===== src/rtl/fir_ctrl.sv =====
// Sequencing controller for the FIR engine: clears the data RAM, keeps a Tape_Num-deep
// circular sample buffer, issues tap/data reads and MAC strobes, and handshakes the streams.
module fir_ctrl #(
    parameter int pADDR_WIDTH = 12,
    parameter int pDATA_WIDTH = 32,
    parameter int Tape_Num    = 11
) (
    input  logic                   axis_clk,
    input  logic                   axis_rst_n,
    input  logic                   ap_start,
    input  logic [31:0]            data_length,
    output logic                   ap_done,
    output logic                   ap_idle,
    input  logic                   ss_tvalid,
    input  logic [pDATA_WIDTH-1:0] ss_tdata,
    input  logic                   ss_tlast,
    output logic                   ss_tready,
    input  logic                   sm_tready,
    output logic                   sm_tvalid,
    output logic                   sm_tlast,
    output logic [3:0]             data_WE,
    output logic                   data_EN,
    output logic [pADDR_WIDTH-1:0] data_A,
    output logic [pDATA_WIDTH-1:0] data_Di,
    output logic                   tap_EN,
    output logic [pADDR_WIDTH-1:0] tap_A,
    output logic                   mac_clr,
    output logic                   mac_en,
    output logic                   err_tlast
);
    localparam int IW = 4;
    localparam int KW = 5;
    localparam logic [KW-1:0] LP_TAPS   = KW'(Tape_Num);
    localparam logic [KW-1:0] LP_KLAST  = KW'(Tape_Num - 1);
    localparam logic [IW-1:0] LP_TAPS_I = IW'(Tape_Num);
    localparam logic [IW-1:0] LP_WPLAST = IW'(Tape_Num - 1);

    typedef enum logic [2:0] {
        S_IDLE, S_CLEAR, S_WAIT_IN, S_MAC, S_OUT, S_DONE
    } state_t;

    state_t        r_state;
    state_t        w_next;
    logic [KW-1:0] r_k;
    logic [IW-1:0] r_wp;
    logic [31:0]   r_count;
    logic [31:0]   r_len;
    logic          r_done;
    logic          r_err;

    logic          w_lastOut;
    logic          w_clearEnd;
    logic [IW-1:0] w_kIdx;
    logic [IW-1:0] w_rdIdx;
    logic [IW-1:0] w_wpNext;
    logic [31:0]   w_countNext;

    function automatic logic [pADDR_WIDTH-1:0] f_byteAddr(input logic [IW-1:0] idx);
        return pADDR_WIDTH'({idx, 2'b00});
    endfunction

    assign w_countNext = r_count + 32'd1;
    assign w_lastOut   = (w_countNext == r_len);
    assign w_clearEnd  = (r_k == LP_KLAST);
    assign w_kIdx      = r_k[IW-1:0];
    // Newest sample sits at wp; tap k pairs with the sample k positions older.
    assign w_rdIdx     = (r_wp >= w_kIdx) ? (r_wp - w_kIdx) : (r_wp + LP_TAPS_I - w_kIdx);
    assign w_wpNext    = (r_wp == LP_WPLAST) ? '0 : (r_wp + IW'(1));

    always_ff @(posedge axis_clk or negedge axis_rst_n) begin
        if (!axis_rst_n) begin
            r_state <= S_IDLE;
        end else begin
            r_state <= w_next;
        end
    end

    always_comb begin
        w_next = r_state;
        case (r_state)
            S_IDLE:    if (ap_start) w_next = S_CLEAR;
            S_CLEAR:   if (w_clearEnd) w_next = (r_len == 32'd0) ? S_DONE : S_WAIT_IN;
            S_WAIT_IN: if (ss_tvalid) w_next = S_MAC;
            S_MAC:     if (r_k == LP_TAPS) w_next = S_OUT;
            S_OUT:     if (sm_tready) w_next = w_lastOut ? S_DONE : S_WAIT_IN;
            S_DONE:    w_next = S_IDLE;
            default:   w_next = S_IDLE;
        endcase
    end

    // r_k counts clear writes in CLEAR and tap issues plus one drain cycle in MAC.
    always_ff @(posedge axis_clk or negedge axis_rst_n) begin
        if (!axis_rst_n) begin
            r_k     <= '0;
            r_wp    <= '0;
            r_count <= '0;
            r_len   <= '0;
            r_done  <= 1'b0;
            r_err   <= 1'b0;
        end else begin
            case (r_state)
                S_IDLE: begin
                    if (ap_start) begin
                        r_k     <= '0;
                        r_wp    <= '0;
                        r_count <= '0;
                        r_len   <= data_length;
                        r_done  <= 1'b0;
                        r_err   <= 1'b0;
                    end
                end
                S_CLEAR: begin
                    r_k <= w_clearEnd ? '0 : (r_k + KW'(1));
                    if (w_clearEnd) r_wp <= '0;
                end
                S_WAIT_IN: begin
                    if (ss_tvalid) begin
                        r_k <= '0;
                        if (ss_tlast != w_lastOut) r_err <= 1'b1;
                    end
                end
                S_MAC: r_k <= r_k + KW'(1);
                S_OUT: begin
                    if (sm_tready) begin
                        r_wp    <= w_wpNext;
                        r_count <= w_countNext;
                    end
                end
                S_DONE:  r_done <= 1'b1;
                default: ;
            endcase
        end
    end

    always_comb begin
        ap_idle   = 1'b0;
        ss_tready = 1'b0;
        sm_tvalid = 1'b0;
        sm_tlast  = 1'b0;
        data_WE   = 4'h0;
        data_EN   = 1'b0;
        data_A    = '0;
        data_Di   = '0;
        tap_EN    = 1'b0;
        tap_A     = '0;
        mac_clr   = 1'b0;
        mac_en    = 1'b0;
        case (r_state)
            S_IDLE: ap_idle = 1'b1;
            S_CLEAR: begin
                data_EN = 1'b1;
                data_WE = 4'hF;
                data_A  = f_byteAddr(w_kIdx);
            end
            S_WAIT_IN: begin
                ss_tready = 1'b1;
                data_Di   = ss_tdata;
                if (ss_tvalid) begin
                    data_EN = 1'b1;
                    data_WE = 4'hF;
                    data_A  = f_byteAddr(r_wp);
                    mac_clr = 1'b1;
                end
            end
            S_MAC: begin
                // Read data returns one cycle after issue, so accumulation lags by one.
                mac_en = (r_k != '0);
                if (r_k != LP_TAPS) begin
                    data_EN = 1'b1;
                    tap_EN  = 1'b1;
                    data_A  = f_byteAddr(w_rdIdx);
                    tap_A   = f_byteAddr(w_kIdx);
                end
            end
            S_OUT: begin
                sm_tvalid = 1'b1;
                sm_tlast  = w_lastOut;
            end
            default: ;
        endcase
    end

    assign ap_done   = r_done;
    assign err_tlast = r_err;

endmodule


===== config.mk =====
export PLATFORM = sky130hd
export DESIGN_NAME = fir_ctrl
export DESIGN_NICKNAME = d
export VERILOG_FILES = /design/src/rtl/fir_ctrl.sv
export SDC_FILE = /design/constraint.sdc
export NUM_CORES = 1
export LEC_CHECK = 0
export CAP_MARGIN = 10
export CORE_MARGIN = 4
export CORE_UTILIZATION = 56
export DETAILED_ROUTE_END_ITERATION = 10
export GPL_TIMING_DRIVEN = 0
export PLACE_DENSITY_LB_ADDON = 0.1
export REMOVE_ABC_BUFFERS = 1
export SYNTH_ARGS = -nofsm -noshare
export SYNTH_HDL_FRONTEND = slang
export SYNTH_SLANG_ARGS = --single-unit

===== constraint.sdc =====
create_clock -name axis_clk -period 9.3 [get_ports axis_clk]
set_input_delay 1.395 -clock axis_clk [delete_from_list [all_inputs] [get_ports axis_clk]]
set_output_delay 1.395 -clock axis_clk [all_outputs]
set_load 0.01 [all_outputs]

==> impl_metrics.toml <==
[timing]
max_freq_mhz = 163
skew_ns = 0.0168
setup_viol = 0
period_minus_slack_ns = 6.12
fin_ws_ns = 3.18
max_slew_margin_pct = 23.8
drv_slew = 0
hold_viol = 0
finalSetupTns_ns = 0
fin_crit_sh_pct = 65.8
worstMarginPinSlew_ns = 1.13
rsz0062_at_grt = "no"

[clocking]
clockRootBuffer = "clkbuf_8"
clock_latency_ns = 0.36
cts_tree = "yes"
cts_max_path_buffers = 2
cts_buffers = 9
cts.hold.buffers_added = 0
postCtsSetupRepairBufs = 0
post_cts_resized = 0
clock-sinks = 78
path_clk_slew_ns = 0.09
htreeDepth = 3

[floorplanning]
initial_core_util_pct = 58.3
num_rows = 37
num_io_pins = 140
dieHeight_um = 112
coreArea_mm2 = 0.0105
die-area_mm2 = 0.0126
die-width_um = 112

[power_and_ir_drop]
vdd_ir_drop_max_mv = 0.201
powerDensity_mw_per_mm2 = 236
p_leak_nw = 3.15

[logic_synthesis]
yosysTopAreaCellShare_pct = 32.0
synth_area_leaders = "dfrtp_1 (32%), nand2_1 (8.9%), o21ai_0 (5.0%), xnor2_1 (4.3%), and3_1 (3.9%)"
synth_seq_area_share_pct = 32.0
synth_warnings = 0
ys_ff_latch = 78
async_reset_ff_share_pct = 100
synth_area_leader_cell = "dfrtp_1"
yosys.cell_count.top_type = "nand2_1"
ys_types = 74
ys_top_cells_by_count = "nand2_1 (145), dfrtp_1 (78), o21ai_0 (61)"
syn_area_mm2 = 0.00610
synthFlopType = "dfrtp_1"
syn_inst = 774
synth-edff-count = 0
syn_avg_cell_area_um2 = 7.88

[grt]
grt_use_met1_pct = 38.0
grt_max_degree = 45
grt.busiest_layer = "met2"
grt_pass1_vias = 6064
use_met2_pct = 49.5
grt_pass1_wl_um = 30200
grt_util_met3_pct = 5.82
grt_overflow = 0
antenna_found_initial = 0
grtUsageTotal_pct = 29.2

[final_layout]
drive_above_1_share_pct = 5.79
fillers = 858
fin_nets = 945
fin_cells = 1000
final_cell_area_mm2 = 0.00747
syn_to_final_growth_pct = 22.5
n_antenna_cell = 0

[route]
drc = 0
dr.pass1.iters = 5
wl_per_cell_um = 18.7
drt_iter0_drc = 650
vias = 6090
viasPerCell = 6.09
finalWirelength_um = 18700
final_antenna_net_count = 0

[worst_setup_path]
crit_required_ns = 7.91
cp.arrival_ns = 4.72
crit_fanout = 9
worstSetupPathType = "flop to output pin"
worstSetupStartpointType = "flop"
crit_path_end_kind = "output pin"

[placement]
port_buffers = 123
hpwl_um = 14400
gp_congestion = 0.969
place_ws_ns = 3.49
post_dp_cell_area_mm2 = 0.00723
dp.cells = 982

[outcome]
outcome = "finished, final reports clean"

[worst_hold_path]
min_path_type = "flop to flop"

[job]
maxCapViolCount = 0
## cell type report
type	count	area, um^2	share of cell area (%)
clock inverters	7	80.1	1.07
clock buffers	9	124	1.66
repair buffers	129	1330	17.9
flip-flops and latches	78	1950	26.1
inverters	24	90.1	1.21
well taps	136	170	2.28
multi-input cells	617	3720	49.8
## path summary, 6_finish.rpt
path	start	endpoint	slack, ns	cells after the start
min reg2reg	r_count[31]	r_count[31]	0.51	1
max in group asynchronous	axis_rst_n	r_count[13]	7.71	2
max	r_count[0]	sm_tlast	3.18	11
max reg2reg	r_count[0]	err_tlast	5.36	10
min	r_count[31]	r_count[31]	0.51	1
min in group asynchronous	axis_rst_n	r_count[10]	0.99	1
## placed cells by master, fill, tap and decap left out, types with 6 or more instances in the layout
cell	netlist	final
nand2_1	145	145
xnor2_1	30	30
nor2_1	55	54
ha_1	13	13
clkdlybuf4s50_1	0	122
nor4_1	14	14
a31oi_1	7	7
nand2b_1	8	8
o21ai_0	61	61
o31ai_1	15	15
inv_1	24	24
nor3_1	17	17
nand4_1	18	18
a21oi_1	15	15
clkbuf_8	1	9
dfrtp_1	78	78
or3_1	7	7
nand3_1	35	35
xor2_1	16	16
and3_1	38	38
o211ai_1	6	6
conb_1	1	16
## stage by stage
| stage | total power (W) | utilization, % | hold WS, ns |
|---|---|---|---|
| finish | 0.00177 | 71.4 | 0.512 |
| global route | 0.00189 | 71.4 | 0.529 |
| CTS | 0.00175 | 71.0 | 0.512 |
| detailed placement | 0.00149 | 69.1 | 0.492 |
| global placement | 0.00145 | 68.4 | 0.471 |
| floorplan | 0.00109 | - | 0.452 |
## worst max-delay path: stages, from the launching register on
cell and delay (ns):
dfrtp_1 0.50, ha_1 0.34, nand3_4 0.17, nor4_2 0.65, buf_4 0.28, and2_0 0.27, o21bai_1 0.11, or4_1 0.46
a211oi_1 0.26, nand4_1 0.14, a2111oi_1 0.53, clkdlybuf4s50_1 0.64
## metal layers
layer  up-vias  routed length [um]  part of all wire, %
met1      2930                7820                   42
met5         -                   0                    0
li1       2868                   -                    -
met4         0                 369                  2.0
met2       251                9280                   50
met3        41                1270                  6.8
## state kept, by name, summed over array words and instances, names as in the netlist
register,cells
ap_done,1
err_tlast,1
r_count,32
r_k,5
r_len,32
r_state,3
r_wp,4
## cell families after synthesis
group	share of synthesized area (%)
simple gates	32.1
compound gates	15.5
buf+inv	7.96
flops	32.0
xor+xnor	7.35
fa+ha+maj	3.65
mux	1.37
other cells	0.0615
## power by group
| part | switching (W) | internal [W] |
|---|---|---|
| clock | 0.000140 | 0.000127 |
| sequential | 0.000146 | 0.000423 |
| combinational | 0.000492 | 0.000438 |
Note: power is estimated with default switching activity, not from simulation.
